## config.mk

```make
export PLATFORM = sky130hd
export DESIGN_NAME = jogador_automatico
export DESIGN_NICKNAME = d
export VERILOG_FILES = /design/src/rtl/jogador_pkg.sv /design/src/rtl/temporizador_jogador.sv /design/src/rtl/jogador_automatico.sv
export SDC_FILE = /design/constraint.sdc
export NUM_CORES = 1
export LEC_CHECK = 0
export ABC_AREA = 1
export CORE_MARGIN = 2
export CORE_UTILIZATION = 65
export DETAILED_ROUTE_END_ITERATION = 10
export PLACE_DENSITY_LB_ADDON = 0.15
export SYNTH_ARGS = -nofsm -noshare
export SYNTH_HDL_FRONTEND = slang
export SYNTH_SLANG_ARGS = --single-unit
```

## constraint.sdc

```tcl
create_clock -name clock -period 4.8 [get_ports clock]
set_input_delay 0.96 -clock clock [delete_from_list [all_inputs] [get_ports clock]]
set_output_delay 0.96 -clock clock [all_outputs]
set_load 0.02 [all_outputs]
```

## src/rtl/jogador_pkg.sv

```systemverilog
// Shared types and constants for the automatic memory-game player.
package jogador_pkg;

  typedef enum logic [3:0] {
    INICIAL      = 4'd0,
    INICIA       = 4'd1,
    ESPERA_LED   = 4'd2,
    ESPERA_APAGA = 4'd3,
    PRESSIONA    = 4'd4,
    SOLTA        = 4'd5,
    NOVA         = 4'd6,
    FIM          = 4'd7,
    ERRO         = 4'd8
  } estado_t;

  // x^8+x^6+x^5+x^4+1, shifted left with feedback from bits 7,5,4,3
  localparam logic [7:0] LFSR_SEED  = 8'hA5;
  localparam logic [7:0] LFSR_TAPS  = 8'hB8;

  localparam int         MEM_DEPTH  = 16;
  localparam int         ADDR_W     = 4;
  localparam int         TIMER_W    = 16;
  localparam logic [3:0] RODADA_MAX = 4'd15;

  function automatic logic [7:0] lfsr_step(input logic [7:0] s);
    return {s[6:0], ^(s & LFSR_TAPS)};
  endfunction

  function automatic logic [3:0] onehot(input logic [1:0] idx);
    return 4'b0001 << idx;
  endfunction

endpackage

```

## src/rtl/temporizador_jogador.sv

```systemverilog
// Loadable down-counter; done_o is high whenever the count has reached zero.
module temporizador_jogador
  import jogador_pkg::*;
#(
  parameter int W = TIMER_W
) (
  input  logic         clock,
  input  logic         reset,
  input  logic         load_i,
  input  logic [W-1:0] value_i,
  output logic         done_o
);

  logic [W-1:0] count_q;

  // NOTE: sequential state is updated with non-blocking assignments only.
  always_ff @(posedge clock or negedge reset) begin
    if (!reset) begin
      count_q <= '0;
    end else if (load_i) begin
      count_q <= value_i;
    end else if (count_q != '0) begin
      count_q <= count_q - 1'b1;
    end
  end

  assign done_o = (count_q == '0);

endmodule

```

## src/rtl/jogador_automatico.sv

```systemverilog
// Automatic player: starts the game, learns the first LED, then replays and extends the sequence.
// Build macro JOGADOR_ERRO_EN adds input erro_rodada to corrupt the replay at address 1 in that round.
module jogador_automatico
  import jogador_pkg::*;
#(
  parameter int INIT_CYCLES  = 10,
  parameter int PRESS_CYCLES = 10,
  parameter int GAP_CYCLES   = 10,
  parameter int LED_TIMEOUT  = 4000
) (
  input  logic       clock,
  input  logic       reset,
  input  logic       habilitar,
  input  logic [3:0] leds,
  input  logic       ganhou,
  input  logic       perdeu,
`ifdef JOGADOR_ERRO_EN
  input  logic [3:0] erro_rodada,
`endif
  output logic       iniciar,
  output logic [3:0] botoes,
  output logic       concluido,
  output logic       venceu,
  output logic       erro,
  output logic [3:0] db_estado,
  output logic [3:0] db_rodada
);

  // Timer is loaded with N-1 so a state lasts exactly N cycles.
  localparam logic [TIMER_W-1:0] INIT_LOAD  = TIMER_W'(INIT_CYCLES - 1);
  localparam logic [TIMER_W-1:0] PRESS_LOAD = TIMER_W'(PRESS_CYCLES - 1);
  localparam logic [TIMER_W-1:0] GAP_LOAD   = TIMER_W'(GAP_CYCLES - 1);
  localparam logic [TIMER_W-1:0] LED_LOAD   = TIMER_W'(LED_TIMEOUT - 1);

  estado_t           state_q, state_d;
  logic [ADDR_W-1:0] rodada_q, rodada_d;
  logic [ADDR_W-1:0] endereco_q, endereco_d;
  logic [7:0]        lfsr_q, lfsr_d;
  logic              fase_q, fase_d;
  logic              venceu_q, venceu_d;
  logic              iniciar_q, concluido_q, erro_q;
  logic [3:0]        botoes_q, botoes_d;

  logic [3:0]        mem_q [MEM_DEPTH];
  logic              mem_we;
  logic [ADDR_W-1:0] mem_addr;
  logic [3:0]        mem_wdata;

  logic               timer_load, timer_done;
  logic [TIMER_W-1:0] timer_value;

  logic       fim_forcado, leds_onehot, corrompe;
  logic [3:0] mem_move, replay_move;

  temporizador_jogador #(.W(TIMER_W)) u_timer (
    .clock   (clock),
    .reset   (reset),
    .load_i  (timer_load),
    .value_i (timer_value),
    .done_o  (timer_done)
  );

  assign fim_forcado = (ganhou || perdeu) &&
                       !(state_q inside {INICIAL, INICIA, FIM, ERRO});
  assign leds_onehot = (leds & (leds - 4'd1)) == 4'd0;

  // NOTE: every variable written here gets a default first, so no latch is inferred.
  always_comb begin
    state_d     = state_q;
    rodada_d    = rodada_q;
    endereco_d  = endereco_q;
    lfsr_d      = lfsr_q;
    fase_d      = fase_q;
    venceu_d    = venceu_q;
    mem_we      = 1'b0;
    mem_addr    = rodada_q;
    mem_wdata   = leds;
    timer_load  = 1'b0;
    timer_value = '0;

    if (fim_forcado) begin
      state_d  = FIM;
      venceu_d = ganhou & ~perdeu;
    end else begin
      unique case (state_q)
        INICIAL: if (habilitar) begin
          state_d     = INICIA;
          timer_load  = 1'b1;
          timer_value = INIT_LOAD;
        end
        INICIA: if (timer_done) begin
          state_d     = ESPERA_LED;
          timer_load  = 1'b1;
          timer_value = LED_LOAD;
        end
        ESPERA_LED: begin
          if (leds != 4'd0) begin
            if (leds_onehot) begin
              state_d   = ESPERA_APAGA;
              mem_we    = 1'b1;
              mem_addr  = '0;
              mem_wdata = leds;
            end else begin
              state_d = ERRO;
            end
          end else if (timer_done) begin
            state_d = ERRO;
          end
        end
        ESPERA_APAGA: if (leds == 4'd0) begin
          rodada_d    = 4'd1;
          endereco_d  = '0;
          state_d     = PRESSIONA;
          timer_load  = 1'b1;
          timer_value = PRESS_LOAD;
        end
        PRESSIONA: if (timer_done) begin
          state_d     = SOLTA;
          timer_load  = 1'b1;
          timer_value = GAP_LOAD;
        end
        SOLTA: if (timer_done) begin
          timer_load  = 1'b1;
          timer_value = PRESS_LOAD;
          if (endereco_q < rodada_q - 4'd1) begin
            endereco_d = endereco_q + 4'd1;
            state_d    = PRESSIONA;
          end else begin
            state_d   = NOVA;
            fase_d    = 1'b0;
            lfsr_d    = lfsr_step(lfsr_q);
            mem_we    = 1'b1;
            mem_addr  = rodada_q;
            mem_wdata = onehot(lfsr_d[1:0]);
          end
        end
        NOVA: if (timer_done) begin
          timer_load = 1'b1;
          if (!fase_q) begin
            fase_d      = 1'b1;
            timer_value = GAP_LOAD;
          end else begin
            rodada_d    = (rodada_q == RODADA_MAX) ? RODADA_MAX : rodada_q + 4'd1;
            endereco_d  = '0;
            state_d     = PRESSIONA;
            timer_value = PRESS_LOAD;
          end
        end
        FIM, ERRO: if (!habilitar) state_d = INICIAL;
        default: state_d = INICIAL;
      endcase
    end
  end

`ifdef JOGADOR_ERRO_EN
  assign corrompe = (erro_rodada != 4'd0) && (rodada_d == erro_rodada) &&
                    (endereco_d == 4'd1);
`else
  assign corrompe = 1'b0;
`endif

  assign mem_move    = mem_q[endereco_d];
  assign replay_move = corrompe ? {mem_move[2:0], mem_move[3]} : mem_move;

  // Outputs are registered from the next state so they line up with state_q.
  always_comb begin
    botoes_d = 4'd0;
    if (state_d == PRESSIONA) begin
      botoes_d = replay_move;
    end else if (state_d == NOVA && !fase_d) begin
      botoes_d = onehot(lfsr_d[1:0]);
    end
  end

  always_ff @(posedge clock or negedge reset) begin
    if (!reset) begin
      state_q     <= INICIAL;
      rodada_q    <= '0;
      endereco_q  <= '0;
      lfsr_q      <= LFSR_SEED;
      fase_q      <= 1'b0;
      venceu_q    <= 1'b0;
      iniciar_q   <= 1'b0;
      botoes_q    <= 4'd0;
      concluido_q <= 1'b0;
      erro_q      <= 1'b0;
    end else begin
      state_q     <= state_d;
      rodada_q    <= rodada_d;
      endereco_q  <= endereco_d;
      lfsr_q      <= lfsr_d;
      fase_q      <= fase_d;
      venceu_q    <= venceu_d;
      iniciar_q   <= (state_d == INICIA);
      botoes_q    <= botoes_d;
      concluido_q <= (state_d == FIM);
      erro_q      <= (state_d == ERRO);
    end
  end

  // NOTE: the move memory has no reset; only entries written this game are ever read.
  always_ff @(posedge clock) begin
    if (mem_we) mem_q[mem_addr] <= mem_wdata;
  end

  assign iniciar   = iniciar_q;
  assign botoes    = botoes_q;
  assign concluido = concluido_q;
  assign venceu    = venceu_q;
  assign erro      = erro_q;
  assign db_estado = state_q;
  assign db_rodada = rodada_q;

endmodule
```

==> summary.md <==
| Metric | Value |
|---|---|
| Post-synthesis compound-gate area fraction | `6.38%` |
| Synthesized cell area | `5690 um^2` |
| Pin count of the biggest net entering global routing | `46` |
| YS warnings | `0` |
| Data required, critical path | `4.83 ns` |
| Mean Syn Cell Area | `8.77 um^2` |
| Hold Path Class | `reg -> reg` |
| Power density over the cells | `441 nW/um^2` |
| Detailed-route DRC error count | `0` |
| Layout fillers | `645` |
| Starting Density | `66.2%` |
| Clock sink count | `109` |
| Routed len/inst | `16.6 um` |
| Final Slew Violations | `0` |
| GPL Wtd Cong | `0.937` |
| DR vias | `4573` |
| Multiplexer area fraction after synthesis | `0%` |
| R2R Setup Slk | `0.91 ns` |
| Crit path launch type | `flip-flop` |
| Distinct cells, synth | `40` |
| Setup TNS | `0 ns` |
| Seq/Total Area, Yosys | `53.7%` |
| Final WL | `13.1 mm` |
| Reg-to-Reg Start | `db_rodada[0]` |
| Input/output buffers | `24` |
| ANT nets after route | `0` |
| Worst Hold End | `lfsr_q[7]` |
| CTS tree | `built` |
| Mapped Nets | `665` |
| Worst hold slack | `0.485 ns` |
| Worst-case clock buffer depth | `2` |
| Largest family of logic cells by synthesized area | `simple AND/OR/NAND/NOR gates` |
| Fin. Hold Viols | `0` |
| I/O pin cnt | `25` |
| Total number of H-tree levels | `3` |
| Hold path startpoint | `lfsr_q[7]` |
| Fin area | `6230 um^2` |
| Number of DRC markers in iteration 0 | `466` |
| Worst-Skew Late Latency | `0.39 ns` |
| GRT Overall Usage | `28.9%` |
| Crit path max fanout | `16` |
| Skew final | `0.0185 ns` |
| Worst slew margin | `20.7%` |
| Proportion of layout cells with a drive suffix above 1 | `9.56%` |
| Reg-to-Reg End | `mem_q[5][2]` |
| Max Clk Rate | `257 MHz` |
| Core area | `8590 um^2` |
| Clock transition at path regs | `0.12 ns` |
| Root buf cell | `clkbuf_8` |
| DR pass1 iterations | `5` |
| Die width | `97.6 um` |
| Antenna Cells | `0` |
| Site Rows | `34` |
| Pin slew with the least headroom to its limit | `1.19 ns` |
| Die height | `97.6 um` |
| Post-synth top area cell | `edfxtp_1` |
| Cells after Synth | `649` |
| Reg2reg path depth | `13` |
| Maxcap violations | `0` |
| Final Cycle Share | `81.1%` |
| Peak supply drop | `0.353 mV` |
| Number of hold-repair buffers added at the cts stage | `0` |
| Hpwl dp | `9.20 mm` |
| Crit Path Category | `reg -> reg` |
| Dpl cell area | `6020 um^2` |
| Post-synth ARST share | `41.3%` |
| Synth Area in Simple Gates | `27.5%` |
| XOR/XNOR share of the synthesized area | `2.00%` |
| Minimum clock period | `3.89 ns` |
| EDFF count, synth | `64` |
| # nets final | `691` |
| Synth Flop Type | `edfxtp_1` |
| Status | `completed` |
| Critical path endpoint category | `flip-flop` |
| RSZ-0062 raised after global routing | `no` |
| TritonCTS buffer count | `9` |
| Area delta synth->final | `9.54%` |
| Via density | `5.80` |
| Setup violators final | `0` |
| Top post-synthesis cells by area | `edfxtp_1 (34%), dfrtp_1 (18%), nand2_1 (8.6%), nand3_1 (8.0%), inv_1 (6.9%)` |
| Antenna violations before repair | `0` |
| Seq cells post-synth | `109` |
| Vias in the first global route | `4472` |
| Adder-Cell Fraction of Synth Area | `1.54%` |
| Arrival time worst endpoint | `3.92 ns` |
| Setup Fix Bufs, Post-CTS | `0` |
| Top cell type's share of synthesized area | `33.8%` |
| Post_cts resized | `0` |
| Core Util, Final | `72.5%` |
| Static Leak | `2.76 nW` |
| Total grt overflow | `0` |
| Die ar. | `9520 um^2` |
| WHS Path Cells | `2` |
| Global-route wire length before repair | `21.8 mm` |
-- sequential cells by signal, indices dropped and copies added (netlist names) --
signal           cells
mem_q               64
u_timer.count_q     16
lfsr_q               8
botoes               4
db_estado            4
db_rodada            4
endereco_q           4
concluido            1
erro                 1
fase_q               1
iniciar              1
venceu               1
-- Yosys cell counts, types with 7 or more instances --
master	count
nand2_1	131
inv_1	105
nand3_1	91
edfxtp_1	64
nor2_1	51
dfrtp_1	41
o21ai_0	18
a21oi_1	17
nand3b_1	16
nor3_1	15
buf_2	10
inv_2	9
xor2_1	8
ha_1	7
nor2_2	7
-- routing by layer --
layer,share of wire [%],wire [um],global-route usage (%)
met2,47,6090,44.6
met1,43,5620,41.4
met3,8.1,1060,5.83
met5,0,0,0
met4,2.2,287,9.83
-- critical path, cell delays in order (launching register included) --
cell and delay [ns]:
dfrtp_1 0.47, inv_1 0.18, ha_1 0.36, ha_1 0.28, o21ai_1 0.07, nand2_1 0.07
nand2_1 0.04, nand2_1 0.13, inv_2 0.06, nor2_1 0.21, nand2_1 0.27, inv_1 0.41
nand4_1 0.25, nor3_1 0.72
-- worst max path at each step --
stage | cells after the start | start | endpoint
2_1_floorplan | 14 | db_rodada[2] | mem_q[0][1]
3_3_place_gp | 9 | ganhou | mem_q[15][3]
3_5_place_dp | 9 | perdeu | mem_q[13][3]
4_1_cts | 14 | db_rodada[0] | mem_q[6][3]
5_1_grt | 14 | db_rodada[0] | mem_q[6][3]
6_report | 13 | db_rodada[0] | mem_q[5][2]
-- cell families after synthesis --
group                      after synthesis
buffers and inverters                  128
adders and majority gates                7
and+or+nand+nor                        333
AOI/OAI and AO/OA                       59
DFF                                    109
xor gates and xnor gates                13
-- area by class of cell --
type                       instances  area [um^2]  area share, %
clock buffer                       9          124           1.99
inverter                         114          428           6.87
timing repair buffer              29          273           4.38
multi-input combinational        412         2130           34.1
tap                              108          135           2.17
sequential                       109         3050           49.0
clock inverter                     7         91.3           1.47
-- stage by stage --
stage	cells	setup WS [ns]	power [mW]
after floorplan	649	1.75	1.87
after global placement	772	1.16	2.13
after CTS	788	0.965	2.74
after global routing	788	0.588	2.91
final	788	0.905	2.75
after detailed placement	772	0.979	2.16
-- where the power goes --
part / total (mW) / switching, mW / internal [mW]
clock: 0.590 / 0.372 / 0.217
sequential: 1.22 / 0.115 / 1.10
combinational: 0.945 / 0.612 / 0.333
-- layout by cell type, fill, tap and decap left out, types with 2 or more instances in the layout --
cell type        count
o22ai_1              6
or2_1                2
o21ai_1              2
o211ai_1             2
a211oi_1             2
edfxtp_1            64
nand2_4              2
nand4_1              4
ha_1                 7
clkbuf_8             9
clkdlybuf4s50_1     23
nor2_4               3
nor2_1              51
nor2_2               7
inv_8                3
xor2_1               8
o21ai_2              5
inv_2                9
dfstp_2              4
nand3_1             91
inv_1              105
dfrtp_1             41
clkinv_8             2
a311oi_1             2
nor3_1              15
nand2_2              6
a21oi_1             17
nand2_1            131
o21ai_0             18
nand3b_1            16
buf_4                5
xnor2_1              5
(Power assumes the default switching activity.)
